### src/rtl/wbs_router_pkg.sv
// Shared types for the Wishbone single-master router: FSM states, error codes
// and a helper that sizes slave-index fields.
package wbs_router_pkg;

    typedef enum logic [1:0] {
        ST_IDLE = 2'd0,
        ST_WAIT = 2'd1,
        ST_RESP = 2'd2
    } state_e;

    typedef enum logic [1:0] {
        ERR_NONE    = 2'b00,
        ERR_DECODE  = 2'b01,
        ERR_TIMEOUT = 2'b10
    } err_code_e;

    localparam int ERR_CNT_W = 16;

    // A single slave still needs a one-bit index field.
    function automatic int idx_width(input int n);
        return (n > 1) ? $clog2(n) : 1;
    endfunction

endpackage

### src/rtl/wbs_addr_decode.sv
// Combinational address decoder: inclusive range compare per slave followed
// by a lowest-index-wins priority encoder.
module wbs_addr_decode
    import wbs_router_pkg::*;
#(
    parameter int                           NUM_SLAVES = 14,
    parameter int                           ADDR_W     = 32,
    parameter logic [NUM_SLAVES*ADDR_W-1:0] SLAVE_ADDR = '0,
    parameter logic [NUM_SLAVES*ADDR_W-1:0] SLAVE_HIGH = '0,
    parameter int                           IDX_W      = idx_width(NUM_SLAVES)
) (
    input  logic [ADDR_W-1:0]     adr_i,
    output logic [NUM_SLAVES-1:0] hit_o,
    output logic [IDX_W-1:0]      idx_o,
    output logic                  miss_o,
    output logic [ADDR_W-1:0]     base_o
);

    logic [NUM_SLAVES-1:0] raw_hit;

    always_comb begin
        raw_hit = '0;
        for (int i = 0; i < NUM_SLAVES; i++) begin
            raw_hit[i] = (adr_i >= SLAVE_ADDR[i*ADDR_W +: ADDR_W]) &&
                         (adr_i <= SLAVE_HIGH[i*ADDR_W +: ADDR_W]);
        end
    end

    // Scan downwards so the lowest matching index is the one left standing.
    always_comb begin
        hit_o  = '0;
        idx_o  = '0;
        base_o = '0;
        for (int i = NUM_SLAVES - 1; i >= 0; i--) begin
            if (raw_hit[i]) begin
                hit_o    = '0;
                hit_o[i] = 1'b1;
                idx_o    = IDX_W'(i);
                base_o   = SLAVE_ADDR[i*ADDR_W +: ADDR_W];
            end
        end
    end

    assign miss_o = ~|raw_hit;

endmodule

### src/rtl/wbs_router.sv
// Wishbone single-master to N-slave router with registered responses,
// per-transfer timeout and sticky bus-error capture.
module wbs_router
    import wbs_router_pkg::*;
#(
    parameter int                           NUM_SLAVES = 14,
    parameter int                           ADDR_W     = 32,
    parameter int                           DATA_W     = 32,
    parameter logic [NUM_SLAVES*ADDR_W-1:0] SLAVE_ADDR = '0,
    parameter logic [NUM_SLAVES*ADDR_W-1:0] SLAVE_HIGH = '0,
    parameter int                           REL_ADDR   = 1,
    parameter int                           TIMEOUT    = 10
) (
    input  logic                         wb_clk_i,
    input  logic                         wb_rst_i,
    input  logic                         wbm_cyc_i,
    input  logic                         wbm_stb_i,
    input  logic                         wbm_we_i,
    input  logic [DATA_W/8-1:0]          wbm_sel_i,
    input  logic [ADDR_W-1:0]            wbm_adr_i,
    input  logic [DATA_W-1:0]            wbm_dat_i,
    output logic [DATA_W-1:0]            wbm_dat_o,
    output logic                         wbm_ack_o,
    output logic                         wbm_err_o,
    output logic [NUM_SLAVES-1:0]        wbs_cyc_o,
    output logic [NUM_SLAVES-1:0]        wbs_stb_o,
    output logic                         wbs_we_o,
    output logic [DATA_W/8-1:0]          wbs_sel_o,
    output logic [DATA_W-1:0]            wbs_dat_o,
    output logic [ADDR_W-1:0]            wbs_adr_o,
    input  logic [NUM_SLAVES*DATA_W-1:0] wbs_dat_i,
    input  logic [NUM_SLAVES-1:0]        wbs_ack_i,
    output logic [1:0]                   err_code_o,
    output logic [ADDR_W-1:0]            err_adr_o,
    output logic [ERR_CNT_W-1:0]         err_cnt_o,
    input  logic                         err_clr_i
);

    localparam int IDX_W = idx_width(NUM_SLAVES);
    localparam int CNT_W = $clog2(TIMEOUT + 1);
    localparam int SEL_W = DATA_W / 8;

    state_e                state_q, state_d;
    logic [CNT_W-1:0]      cnt_q, cnt_d;
    logic [NUM_SLAVES-1:0] slv_q, slv_d;
    logic [IDX_W-1:0]      idx_q, idx_d;
    logic                  we_q, we_d;
    logic [SEL_W-1:0]      bsel_q, bsel_d;
    logic [DATA_W-1:0]     wdat_q, wdat_d;
    logic [ADDR_W-1:0]     sadr_q, sadr_d;
    logic [ADDR_W-1:0]     madr_q, madr_d;
    logic [DATA_W-1:0]     rdat_q, rdat_d;
    logic                  ack_q, ack_d;
    logic                  err_q, err_d;
    logic [1:0]            err_code_q, err_code_d;
    logic [ADDR_W-1:0]     err_adr_q, err_adr_d;
    logic [ERR_CNT_W-1:0]  err_cnt_q, err_cnt_d;

    logic [NUM_SLAVES-1:0] dec_hit;
    logic [IDX_W-1:0]      dec_idx;
    logic                  dec_miss;
    logic [ADDR_W-1:0]     dec_base;
    logic                  req, slv_ack, tmo;
    logic [DATA_W-1:0]     slv_dat;
    logic                  err_evt;
    logic [1:0]            err_evt_code;
    logic [ADDR_W-1:0]     err_evt_adr;

    wbs_addr_decode #(
        .NUM_SLAVES (NUM_SLAVES),
        .ADDR_W     (ADDR_W),
        .SLAVE_ADDR (SLAVE_ADDR),
        .SLAVE_HIGH (SLAVE_HIGH),
        .IDX_W      (IDX_W)
    ) u_decode (
        .adr_i  (wbm_adr_i),
        .hit_o  (dec_hit),
        .idx_o  (dec_idx),
        .miss_o (dec_miss),
        .base_o (dec_base)
    );

    assign req     = wbm_cyc_i & wbm_stb_i;
    assign slv_ack = |(wbs_ack_i & slv_q);
    assign tmo     = (cnt_q == CNT_W'(TIMEOUT - 1));

    always_comb begin
        slv_dat = '0;
        for (int i = 0; i < NUM_SLAVES; i++) begin
            if (idx_q == IDX_W'(i)) slv_dat = wbs_dat_i[i*DATA_W +: DATA_W];
        end
    end

    always_ff @(posedge wb_clk_i or posedge wb_rst_i) begin
        if (wb_rst_i) state_q <= ST_IDLE;
        else          state_q <= state_d;
    end

    always_comb begin
        state_d = state_q;
        case (state_q)
            ST_IDLE: if (req) state_d = dec_miss ? ST_RESP : ST_WAIT;
            ST_WAIT: begin
                if (!wbm_cyc_i)         state_d = ST_IDLE;
                else if (slv_ack || tmo) state_d = ST_RESP;
            end
            ST_RESP: state_d = ST_IDLE;
            default: state_d = ST_IDLE;
        endcase
    end

    // Strobes are gated by state so an abort or reset drops them at once.
    always_comb begin
        wbs_cyc_o = (state_q == ST_WAIT) ? slv_q : '0;
        wbs_stb_o = wbs_cyc_o;
    end

    always_comb begin
        slv_d        = slv_q;
        idx_d        = idx_q;
        we_d         = we_q;
        bsel_d       = bsel_q;
        wdat_d       = wdat_q;
        sadr_d       = sadr_q;
        madr_d       = madr_q;
        rdat_d       = rdat_q;
        ack_d        = 1'b0;
        err_d        = 1'b0;
        err_evt      = 1'b0;
        err_evt_code = ERR_NONE;
        err_evt_adr  = '0;
        cnt_d        = (state_q == ST_WAIT) ? cnt_q + CNT_W'(1) : '0;

        if (state_q == ST_IDLE && req) begin
            if (dec_miss) begin
                err_d        = 1'b1;
                err_evt      = 1'b1;
                err_evt_code = ERR_DECODE;
                err_evt_adr  = wbm_adr_i;
            end else begin
                slv_d  = dec_hit;
                idx_d  = dec_idx;
                we_d   = wbm_we_i;
                bsel_d = wbm_sel_i;
                wdat_d = wbm_dat_i;
                madr_d = wbm_adr_i;
                sadr_d = (REL_ADDR != 0) ? wbm_adr_i - dec_base : wbm_adr_i;
            end
        end else if (state_q == ST_WAIT && wbm_cyc_i) begin
            if (slv_ack) begin
                ack_d  = 1'b1;
                rdat_d = slv_dat;
            end else if (tmo) begin
                err_d        = 1'b1;
                err_evt      = 1'b1;
                err_evt_code = ERR_TIMEOUT;
                err_evt_adr  = madr_q;
            end
        end

        // A new error outranks a simultaneous clear, restarting the count at one.
        err_code_d = err_code_q;
        err_adr_d  = err_adr_q;
        err_cnt_d  = err_cnt_q;
        if (err_evt) begin
            err_code_d = err_evt_code;
            err_adr_d  = err_evt_adr;
            if (err_clr_i)              err_cnt_d = ERR_CNT_W'(1);
            else if (err_cnt_q != '1)   err_cnt_d = err_cnt_q + ERR_CNT_W'(1);
        end else if (err_clr_i) begin
            err_code_d = ERR_NONE;
            err_adr_d  = '0;
            err_cnt_d  = '0;
        end
    end

    always_ff @(posedge wb_clk_i or posedge wb_rst_i) begin
        if (wb_rst_i) begin
            cnt_q      <= '0;
            slv_q      <= '0;
            idx_q      <= '0;
            we_q       <= 1'b0;
            bsel_q     <= '0;
            wdat_q     <= '0;
            sadr_q     <= '0;
            madr_q     <= '0;
            rdat_q     <= '0;
            ack_q      <= 1'b0;
            err_q      <= 1'b0;
            err_code_q <= ERR_NONE;
            err_adr_q  <= '0;
            err_cnt_q  <= '0;
        end else begin
            cnt_q      <= cnt_d;
            slv_q      <= slv_d;
            idx_q      <= idx_d;
            we_q       <= we_d;
            bsel_q     <= bsel_d;
            wdat_q     <= wdat_d;
            sadr_q     <= sadr_d;
            madr_q     <= madr_d;
            rdat_q     <= rdat_d;
            ack_q      <= ack_d;
            err_q      <= err_d;
            err_code_q <= err_code_d;
            err_adr_q  <= err_adr_d;
            err_cnt_q  <= err_cnt_d;
        end
    end

    assign wbm_dat_o  = rdat_q;
    assign wbm_ack_o  = ack_q;
    assign wbm_err_o  = err_q;
    assign wbs_we_o   = we_q;
    assign wbs_sel_o  = bsel_q;
    assign wbs_dat_o  = wdat_q;
    assign wbs_adr_o  = sadr_q;
    assign err_code_o = err_code_q;
    assign err_adr_o  = err_adr_q;
    assign err_cnt_o  = err_cnt_q;

endmodule

### config.mk
export PLATFORM = sky130hd
export DESIGN_NAME = wbs_router
export DESIGN_NICKNAME = d
export VERILOG_FILES = /design/src/rtl/wbs_router_pkg.sv /design/src/rtl/wbs_addr_decode.sv /design/src/rtl/wbs_router.sv
export SDC_FILE = /design/constraint.sdc
export NUM_CORES = 1
export LEC_CHECK = 0
export ABC_AREA = 1
export CORE_AREA = 2 2 283 285
export CTS_CLUSTER_DIAMETER = 100
export DETAILED_ROUTE_END_ITERATION = 10
export DIE_AREA = 0 0 285 287
export HOLD_SLACK_MARGIN = 0.1
export SETUP_SLACK_MARGIN = 0.2
export SLEW_MARGIN = 20
export SYNTH_ARGS = -nofsm -noshare
export SYNTH_HDL_FRONTEND = slang
export SYNTH_SLANG_ARGS = --single-unit
### constraint.sdc
create_clock -name wb_clk_i -period 7 [get_ports wb_clk_i]
set_input_delay 1.4 -clock wb_clk_i [delete_from_list [all_inputs] [get_ports wb_clk_i]]
set_output_delay 1.4 -clock wb_clk_i [all_outputs]
set_load 0.01 [all_outputs]
# [Yosys cells after proc, flatten, opt, wreduce, memory -nomap -nowiden]
# Index checks and enable logic that the tools add are counted.
# W data, S select, Z words.
[classes] addsub=2 magnitude_cmp=2 n_eq_ne=5 muxes=33 n_bitwise=3 reduce_logical=12
[op_table] op="$mux W32" count=7
[op_table] op="$mux W16" count=4
[op_table] op="$ge A32 B1 Y1 const B" count=1
[op_table] op="$le A32 B1 Y1 const B" count=1
[op_table] op="$mux W2" count=10
[op_table] op="$add A16 B1 Y16 const B" count=1
[op_table] op="$ne A16 B16 Y1 const B" count=1
[op_table] op="$and A14 B1 Y14" count=1
[op_table] op="$reduce_or A14 Y1" count=1
[op_table] op="$mux W1" count=10
[op_table] op="$reduce_and A2 Y1" count=3
[op_table] op="$add A4 B1 Y4 const B" count=1
[op_table] op="$eq A4 B4 Y1 const B" count=1
[op_table] op="$mux W4" count=1
[op_table] op="$pmux W2 S2" count=1
[op_table] op="$reduce_bool A2 Y1" count=2
[op_table] op="$logic_and A1 B1 Y1" count=3
[op_table] op="$ne A3 B3 Y1 const B" count=1
[op_table] op="$reduce_and A3 Y1" count=1
[op_table] op="$eq A2 B1 Y1 const B" count=1
[op_table] op="$logic_not A2 Y1" count=1
[op_table] op="$ne A2 B2 Y1 const B" count=1
[op_table] op="$and A1 B1 Y1" count=1
[op_table] op="$logic_or A1 B1 Y1" count=1
[op_table] op="$not A1 Y1" count=1
[word_totals] reg_bits=160 inputBits=536 out_inout_bits=181 word_cells=70

# [Logic depth before layout (Yosys ltp)]
# Gate-level depths: netlist (run 1).
[depth] depth_word=7 ltp_mapped=10 depth_no_buf=9

# [Hierarchy]
# A second synthesis (run 1) with hierarchy kept.
[unflattened] cells_unflattened=2355 hier_area_um2=15031.9
[modules_own_cells] module="wbs_router" instances=1 cells_per_inst=2241 area_per_inst_um2=14410.1 seq_area_each_um2=5230.0
[modules_own_cells] module="wbs_addr_decode" instances=1 cells_per_inst=114 area_per_inst_um2=621.8 seq_area_each_um2=0.0

# [Worst setup path before layout (run 1)]
# No wires, ideal clock.
[synth_timing] kind="input to register" start="input port wbm_adr_i[25]" end="register wdat_q[0], in the netlist wbs_dat_o[0]" setup_ns=0.117 arrival_ns=2.442 required_time_ns=6.883 setup_slack_ns=4.441 path_stages=10 path_buffers=2 path_cell_list="nor2_1 -> nand2_1 -> nor2_1 -> nand2_1 -> nor2_1 -> nand2_1 -> buf_2 -> buf_1 -> nand2_1 -> nand2_1"
[synth_between] elab_chain_len=3 word_cells_on_any_way=4 classes_between="order compare (2); reduce/logical (2)"
[synth_lines] element="start, declared" line="wbs_router.sv:20" source="input logic [ADDR_W-1:0] wbm_adr_i,"
[synth_lines] element="$ge A32 B1 Y1 / $le A32 B1 Y1 (equally long branches)" line="wbs_addr_decode.sv:24, wbs_addr_decode.sv:25"
[synth_lines] element="$logic_and A1 B1 Y1 (*)" line="wbs_addr_decode.sv:24" source="raw_hit[i] = (adr_i >= SLAVE_ADDR[i*ADDR_W +: ADDR_W]) &&"
[synth_lines] element="$reduce_and A2 Y1 (no line) (*)"
[synth_lines] element="end signal, assigned" line="wbs_router.sv:199" source="wdat_q <= wdat_d;"
[synth_lines] element="end, declared" line="wbs_router.sv:49" source="logic [DATA_W-1:0] wdat_q, wdat_d;"
# Mark *: on every way between the ends. The rest lies on a longest branch, timed or not.
# A chain may end at the register's enable or synchronous reset.

# [Worst setup path after layout (run 1)]
[layout_timing] start="input port wbm_stb_i" end="register err_cnt_q[7], in the netlist err_cnt_o[7]"
[layout_between] elab_chain_len=5 word_cells_on_any_way=6 classes_between="mux (2); bitwise (1); reduce/logical (3)"
[layout_lines] element="start, declared" line="wbs_router.sv:17" source="input logic wbm_stb_i,"
[layout_lines] element="$and A1 B1 Y1 (*)" line="wbs_router.sv:83" source="assign req = wbm_cyc_i & wbm_stb_i;"
[layout_lines] element="$logic_and A1 B1 Y1 (*)" line="wbs_router.sv:134" source="if (state_q == ST_IDLE && req) begin"
[layout_lines] element="$mux W1 (*)" line="wbs_router.sv:134"
[layout_lines] element="$reduce_bool A2 Y1 (no line)"
[layout_lines] element="$reduce_and A2 Y1 (no line)"
[layout_lines] element="end signal, assigned" line="wbs_router.sv:207" source="err_cnt_q <= err_cnt_d;"
[layout_lines] element="end, declared" line="wbs_router.sv:57" source="logic [ERR_CNT_W-1:0] err_cnt_q, err_cnt_d;"
# Marks and branches as above.

==> results list, run 1 <==
- # nets final: 1544
- Most common cell after layout, fill and taps aside: sky130_fd_sc_hd__clkdlybuf4s50_1
* WL per Instance: 12.6 um
- Min Clock Period, post-route: 3.76 ns
- Number of endpoints failing setup at the final stage: 0
- Top library cells by usage in the layout, fill and taps aside: 261 x sky130_fd_sc_hd__clkdlybuf4s50_1, 160 x sky130_fd_sc_hd__dfrtp_1, 146 x sky130_fd_sc_hd__nand2_1
* Category of the most critical setup path: primary input to flop
- Unrepaired setup endpoints after global routing: false
* Vertical die dimension: 287 um
- Final critical-path share of the clock period: 53.8%
- In this run switching power makes up between 20 and 30% of total power.
- Layout-stage area growth over the synthesis result: 62.8%
- Max clock buf depth: 2
- During I/O placement, the number of pins put on the boundary was between 700 and 800.
* Mapped cell area: 6950 um2
- The initial utilization of the core area, before any placement, comes to around 9%.
* P_sw: around 640 uW
- Floorplan die area: between 80000 and 90000 um2
- Total of hold buffers inserted after clock tree synthesis: 0
- Clock buffer count from CTS: 17
- The first global-routing pass estimated 38.0 mm of wire.
* Count of max-cap constraint violations: 0
- Internal power comes to ~1.6 mW.
- Per report_power, the combinational group accounts for about 13% of the total.
- The initial antenna violation count is 1.
- In the synthesized netlist, the number of instances is around 750.
- Measured against its own limit, the worst slew margin works out to 30.0%.
- Clock-pin slew was measured on the worst setup and hold paths at approximately 0.07 ns.
- Die boundary width: between 200 and 300 um
* Remaining antenna violation count: 0
- At the worst endpoint, the required time is between 7 and 8 ns.
- In this run, post-CTS repair resized a total of 0 instances.
* Power per Cell Area: approximately 200 nW/um2
* Clock Root Buffer: sky130_fd_sc_hd__clkbuf_16
- Synthesis inferred 160 register bits.
- The core region is between 70000 and 80000 um2.
* Count of cell types in the netlist: 36
- For this design, the sink count on the clock tree is 160.
- The worst setup path is captured at a flop.
* Count of H-tree levels built during CTS: 4
- Largest clock skew in the final design: 0.0173 ns
- Avg Cell Area, Syn: a little over 9 um2
* Sequential power share: about 43%
- Fmax achieved: 0.266 GHz
- The final hold violation count came to 0.
- Via count of the routed design: 5798
- Port Buf Inserts: roughly 260
* Type of origin of the critical path: primary input
- The worst-case IR drop observed on VDD is 0.000144 V.
* Worst hold slack: between 0.4 and 0.5 ns
- The final layout contains routed wiring with a total length of 26.0 mm.
* Fin Setup TNS: 0 ns
- After detailed routing, the number of remaining DRC violations is 0.
- Entering global routing, the biggest net connects around 140 pins.
- Data arrival time at the worst-slack endpoint: just over 4 ns
* Post-place setup slack: 2.61 ns
- Final core area utilization: 14.4%
* Max-slew violation total from the final report: 0
- Placed wire-length estimate after detailed placement: roughly 18 mm
- For this run, the register share of the synthesized area comes to 57.6%.
- Number of optimization iterations in the first detailed-route pass: 4
- In the routed layout, each cell is associated on average with a via count of about 2.8.
- Total overflow reported by the global router: 0
* Maximum fanout along the worst path: 39
- Number of DRC violations after detailed-routing iteration 0: 203
* Yosys synthesis warning count: 0
- In the final layout, the share of cells above drive strength 1 is 8.64%.
- Hold WC Path Type: flop to flop
- At the pin with the least slew margin, the transition time is 1.05 ns.
- Routability congestion estimate from global placement: between 0.7 and 0.8
- The later pin in the worst-skew pair is clocked with a latency of between 0.4 and 0.5 ns.
- Minimum setup slack in the final design: approximately 3.2 ns
- Clock group share of total power: 44.1%
- The number of global-route vias before repair came to 5773.
- For this design the static power due to leakage is just under 5 nW.
* Standard-cell row count: slightly above 100
* Status: complete, no violations
- Buffers inserted during post-CTS setup optimization: 0
- Global routing consumed, over all layers together, roughly 6.4% of the routing resources.
- Count of antenna diodes in the layout: 0
- CTS tree: built
## cells in the mapped netlist
| master | instances | area share [%] |
|---|---|---|
| sky130_fd_sc_hd__clkbuf_8 | 1 | 0.20 |
| sky130_fd_sc_hd__clkinv_1 | 1 | 0.054 |
| sky130_fd_sc_hd__nand2_4 | 1 | 0.16 |
| sky130_fd_sc_hd__buf_2 | 18 | 1.3 |
| sky130_fd_sc_hd__a21oi_1 | 42 | 3.0 |
| sky130_fd_sc_hd__nor2_2 | 1 | 0.090 |
| sky130_fd_sc_hd__o21ai_1 | 4 | 0.29 |
| sky130_fd_sc_hd__nor4_2 | 1 | 0.18 |
| sky130_fd_sc_hd__xnor2_1 | 2 | 0.25 |
| sky130_fd_sc_hd__xor2_1 | 2 | 0.25 |
| sky130_fd_sc_hd__o211ai_1 | 4 | 0.43 |
| sky130_fd_sc_hd__o21bai_1 | 1 | 0.11 |
| sky130_fd_sc_hd__a211oi_1 | 1 | 0.11 |
| sky130_fd_sc_hd__buf_6 | 1 | 0.16 |
| sky130_fd_sc_hd__o21ai_4 | 1 | 0.23 |
| sky130_fd_sc_hd__nand2_2 | 3 | 0.27 |
| sky130_fd_sc_hd__buf_8 | 1 | 0.22 |
| sky130_fd_sc_hd__buf_1 | 1 | 0.054 |
| sky130_fd_sc_hd__dfrtp_1 | 160 | 58 |
| sky130_fd_sc_hd__nor2_4 | 2 | 0.32 |
| sky130_fd_sc_hd__buf_4 | 27 | 2.9 |
| sky130_fd_sc_hd__nor2_1 | 109 | 5.9 |
| sky130_fd_sc_hd__o21ai_0 | 35 | 2.5 |
| sky130_fd_sc_hd__nand4_1 | 7 | 0.63 |
| sky130_fd_sc_hd__conb_1 | 1 | 0.054 |
| sky130_fd_sc_hd__nand4_4 | 1 | 0.31 |
| sky130_fd_sc_hd__nor3_1 | 2 | 0.14 |
| sky130_fd_sc_hd__ha_1 | 3 | 0.54 |
| sky130_fd_sc_hd__clkbuf_1 | 8 | 0.43 |
| sky130_fd_sc_hd__nand2_1 | 146 | 7.9 |
| sky130_fd_sc_hd__inv_1 | 84 | 4.5 |
| sky130_fd_sc_hd__mux2_2 | 32 | 5.2 |
| sky130_fd_sc_hd__nand3_4 | 1 | 0.25 |
| sky130_fd_sc_hd__nand3_1 | 43 | 3.1 |
| sky130_fd_sc_hd__or2_2 | 1 | 0.090 |
| sky130_fd_sc_hd__nand3_2 | 1 | 0.14 |
## logic make-up after synthesis
group / share of synthesized area [%]
mux: 5.19
buf+inv: 9.87
simple gates: 19.5
fa+ha+maj: 0.541
xor+xnor: 0.505
compound gates: 6.72
flops: 57.6
other cells: 0.0540
## layout make-up
type,instances,area (um2)
clock inverter,14,156
fill,8917,67300
inverter,85,324
tap,1050,1310
timing repair buffer,269,2710
multi-input combinational,472,2380
sequential,160,4000
clock buffer,18,429
## sequential cells by signal, summed over array words and instances (netlist names)
| signal | flops |
|---|---|
| cnt_q | 4 |
| err_adr_o | 32 |
| err_cnt_o | 16 |
| err_code_o | 2 |
| madr_q | 32 |
| slv_q | 1 |
| state_q | 2 |
| wbm_ack_o | 1 |
| wbm_dat_o | 32 |
| wbm_err_o | 1 |
| wbs_dat_o | 32 |
| wbs_sel_o | 4 |
| wbs_we_o | 1 |
## power groups by stage
stage          Sequential, mW  Clock, mW  Combinational (mW)
3_3_place_gp            0.995          0               0.294
3_5_place_dp            0.996          0               0.295
6_report                0.977      0.997               0.288
4_1_cts                 0.978       1.06               0.296
2_1_floorplan            1.01          0               0.110
5_1_grt                 0.983       1.08               0.322
## final timing paths
| path | to | slack, ns | from | cells after the start |
|---|---|---|---|---|
| worst max register to register | err_cnt_o[7] | 4.38 | state_q[0] | 8 |
| max in group asynchronous | madr_q[11] | 4.54 | wb_rst_i | 4 |
| worst max-delay path | err_cnt_o[7] | 3.24 | wbm_stb_i | 8 |
| min in group asynchronous | wbm_dat_o[0] | 1.23 | wb_rst_i | 2 |
| worst min-delay path | wbs_dat_o[22] | 0.47 | wbs_dat_o[22] | 2 |
| worst min register to register | wbs_dat_o[22] | 0.47 | wbs_dat_o[22] | 2 |
## worst max-delay path, stage by stage
cell	delay [ns]
sky130_fd_sc_hd__clkdlybuf4s50_1	0.61
sky130_fd_sc_hd__nand2_1	0.21
sky130_fd_sc_hd__nor2_4	0.83
sky130_fd_sc_hd__o21ai_4	0.22
sky130_fd_sc_hd__nand3_4	0.44
sky130_fd_sc_hd__nand2_4	0.24
sky130_fd_sc_hd__nand2_1	0.11
sky130_fd_sc_hd__nand2_1	0.05
## metrics by stage
step	cell area (um2)	power, mW	instances
after global placement	10700	1.29	2035
after floorplan	7040	1.12	774
after detailed placement	10700	1.29	2035
after global routing	11300	2.38	2068
after CTS	11300	2.33	2067
final	11300	2.26	2068
## per-layer routing
metal / share of wire [%] / GRT usage [%] / wire length, um / vias to the layer above
met5: 0.050 / 0 / 13 / -
met4: 1.4 / 2.40 / 370 / 2
met3: 9.0 / 3.04 / 2330 / 22
met2: 43 / 9.51 / 11300 / 204
met1: 46 / 8.09 / 12000 / 2738
li1: - / - / - / 2832
Note: power is estimated with default switching activity, not from simulation.
==> run 2, diff against run 1 <==
--- a/config.mk
+++ b/config.mk
@@ -6,10 +6,10 @@
 export NUM_CORES = 1
 export LEC_CHECK = 0
 export ABC_AREA = 1
-export CORE_AREA = 2 2 283 285
+export CORE_AREA = 2 2 282 284
 export CTS_CLUSTER_DIAMETER = 100
 export DETAILED_ROUTE_END_ITERATION = 10
-export DIE_AREA = 0 0 285 287
+export DIE_AREA = 0 0 284 286
 export HOLD_SLACK_MARGIN = 0.1
 export SETUP_SLACK_MARGIN = 0.2
 export SLEW_MARGIN = 20
==> constraint.sdc (replaced) <==
create_clock -name wb_clk_i -period 3.18 [get_ports wb_clk_i]
set_input_delay 0.636 -clock wb_clk_i [delete_from_list [all_inputs] [get_ports wb_clk_i]]
set_output_delay 0.636 -clock wb_clk_i [all_outputs]
set_load 0.01 [all_outputs]
==> run 2 against run 1 <==
Design area is 1.9% higher; first-iteration DRC count increased by 17%; critical path type is now flop to output port; die area shrank 0.70%; highest routed layer unchanged; register-to-register slack worse by 3.1 ns; non-clock buffer count rose by 15; sequential power up 120%.
==> results list, run 2 (same netlist as run 1, synthesis figures left out) <==
* Register-to-Register Path Depth: 9 (+1)
- The post-layout net count came to 1559 (+0.97%).
* Number of top-level pins: 717 (unchanged)
- The initial core utilization was 8.86% (+0.029 points).
- Worst VDD drop: 0.000333 V (+130%)
* Total overflow reported by the global router: 0 (unchanged)
- The half-perimeter wire length after placement came to 19.2 mm (+4.1%).
- Walking the worst path, the cells encountered are nor2_1 -> inv_1 -> nor2_1 -> clkdlybuf4s50_1.
- The count of final setup violators was 0 (unchanged).
- Number of antenna violations at the first check in global routing: 2 (+1)
- The cell count of the worst hold path was 2 (unchanged).
- In the finished design, the share of the clock period the worst path needs comes to between 80% and 90%.
* Remaining antenna violation count: 0 (unchanged)
- Fmax achieved: between 0.3 and 0.4 GHz
- Cell with the largest stage delay on the worst path: sky130_fd_sc_hd__clkdlybuf4s50_1
- Area occupied by registers: 4000 um2 (unchanged)
* Number of optimization iterations in the first detailed-route pass: 4 (unchanged)
- The detailed router's first-iteration violation count was 237 (+17%).
- The total number of vias is 5771 (-0.47%).
- The number of levels in the clock H-tree was 4 (unchanged).
- Hold WC Path Type: flop to flop
- Max-slew violation total from the final report: 0 (unchanged)
- LEAKAGE: 5.06 nW (+2.1%)
- The routability-driven placement congestion ratio is 0.768 (+3.0%).
- WL per Instance: 12.5 um (-0.29%)
- Reg clk slew, reported paths: 0.07 ns (about the same)
* Data arrival time at the worst-slack endpoint: 2.04 ns (-2.07 ns)
* Total of hold buffers inserted after clock tree synthesis: 0 (unchanged)
- Switching power share of the total: 27.9% (-0.32 points)
* Cell-internal power: 3.61 mW (+120%)
- The number of buffers added by the clock tree synthesis step was 17 (unchanged).
- CTS sink count: 160 (unchanged)
* Category of the most critical setup path: flop to output port
* Sequential power share: 43.0% (-0.2 points)
* Filler instances: 8932 (+0.17%)
* Total area of multi-input combinational cells: 2380 um2 (+0.21%)
- Critical path endpoint category: output port
- Setup repair after global routing left no endpoint under its margin.
* Number of global-route vias before repair: 5852 (+1.4%)
- Clock Root Buffer: sky130_fd_sc_hd__clkbuf_16
- TritonCTS built the clock tree.
* Most common cell after layout, fill and taps aside: sky130_fd_sc_hd__clkdlybuf4s50_1
- The part of the total power dissipated in the clock network is 43.4% (-0.7 points).
- Placed Instance Area: 10900 um2 (+2.3%)
- Via density per instance: 2.77 (-1.2%)
* CP most frequent cell: sky130_fd_sc_hd__nor2_1
- Port Buf Inserts: 261 (unchanged)
- Layout-stage area growth over the synthesis result: 66.0%
- Top library cells by usage in the layout, fill and taps aside: 261 x sky130_fd_sc_hd__clkdlybuf4s50_1, 160 x sky130_fd_sc_hd__dfrtp_1, 146 x sky130_fd_sc_hd__nand2_1
* Power per Cell Area: 435 nW/um2 (+120%)
* Wire length reported by the detailed router: 26.1 mm (+0.44%)
- The required time of the critical path came to 2.54 ns (-4.81 ns).
* Vertical die dimension: 286 um (-0.35%)
- The max-capacitance violation count is 0 (unchanged).
- Buffers inserted during post-CTS setup optimization: 0 (unchanged)
- Largest clock skew in the final design: 0.0119 ns (-0.00539 ns)
- The cell row count is 103 (unchanged).
- The final hold violation count came to 0 (unchanged).
- Floorplan die area: 81200 um2 (-0.70%)
* Insertion delay of the later-clocked pin in the worst-skew pair: 0.47 ns (about the same)
* Status: complete, no violations
- The largest stage delay on the critical path came to 0.61 ns (-0.22 ns).
- Maximum fanout along the worst path: 5 (-87%)
- The total core area is 78400 um2 (-0.33%).
* Global-route usage over all layers: 6.63% (+0.20 points)
- Type of origin of the critical path: flop
* Die boundary width: 284 um (-0.35%)
- Count of unresolved DRC violations after routing: 0 (unchanged)
- The final design instance area without fill was 11500 um2 (+1.9%).
* Global-route wire length before repair: 38.9 mm (+2.5%)
- Fin Setup TNS: 0 ns (unchanged)
- The share of power burned in combinational logic was 13.6% (+0.9 points).
* Min Clock Period, post-route: ~2.7 ns
* Count of antenna diodes in the layout: 0 (unchanged)
* Pin count of the biggest net entering global routing: 64 (-55%)
- Share of final-layout standard cells stronger than drive strength 1: 9.97% (+1.3 points)
- P_sw: 1.40 mW (+120%)
- The largest buffer count on any clock path came to 2 (unchanged).
- # resized after CTS: 0 (unchanged)
run 2: metal layers:
layer  share of wire (%)  wire length (um)  track usage, %  vias up
li1                    -                 -               -     2867
met1                  47             12100            8.52     2667
met2                  43             11100            9.58      209
met3                 9.2              2390            3.22       26
met4                 1.6               414            2.32        2
met5               0.050                13               0        -
run 2: power by group through the flow:
stage          clock [mW]  sequential, mW  combinational [mW]
2_1_floorplan           0            2.23               0.242
3_3_place_gp            0            2.19               0.700
3_5_place_dp            0            2.19               0.699
4_1_cts              2.32            2.15               0.703
5_1_grt              2.40            2.16               0.753
6_report             2.17            2.15               0.683
run 2: worst max-delay path: cells and delay by family (launching register included):
family                 cells  cell delay, ns
buffers and inverters      2            0.73
DFF                        1            0.38
and+or+nand+nor            2            0.46
run 2: final timing paths:
check | startpoint | end | slack, ns
max in group asynchronous | wb_rst_i | err_adr_o[20] | 1.95
min in group asynchronous | wb_rst_i | wbs_dat_o[20] | 0.52
min reg2reg | wbs_dat_o[24] | wbs_dat_o[24] | 0.47
max reg2reg | err_cnt_o[0] | err_cnt_o[15] | 1.28
max | state_q[1] | wbs_cyc_o[0] | 0.50
min | wbs_dat_o[24] | wbs_dat_o[24] | 0.47
run 2: area by class of cell:
type	count	area share [%]
tap	1050	11.4
timing repair buffer	284	25.4
inverter	85	2.80
clock inverter	14	1.35
clock buffer	18	3.72
sequential	160	34.7
multi-input combinational	472	20.7
run 2: stage by stage:
stage / hold WS [ns] / total power [mW] / utilization [%] / std cells / setup WS [ns]
finish: 0.470 / 5.01 / 14.7 / 2083 / 0.504
global route: 0.489 / 5.32 / 14.7 / 2083 / 0.356
CTS: 0.475 / 5.18 / 14.7 / 2083 / 0.408
detailed placement: 0.457 / 2.89 / 14.0 / 2051 / 0.116
global placement: 0.455 / 2.89 / 14.0 / 2051 / 0.149
floorplan: 0.459 / 2.47 / - / 774 / 0.515
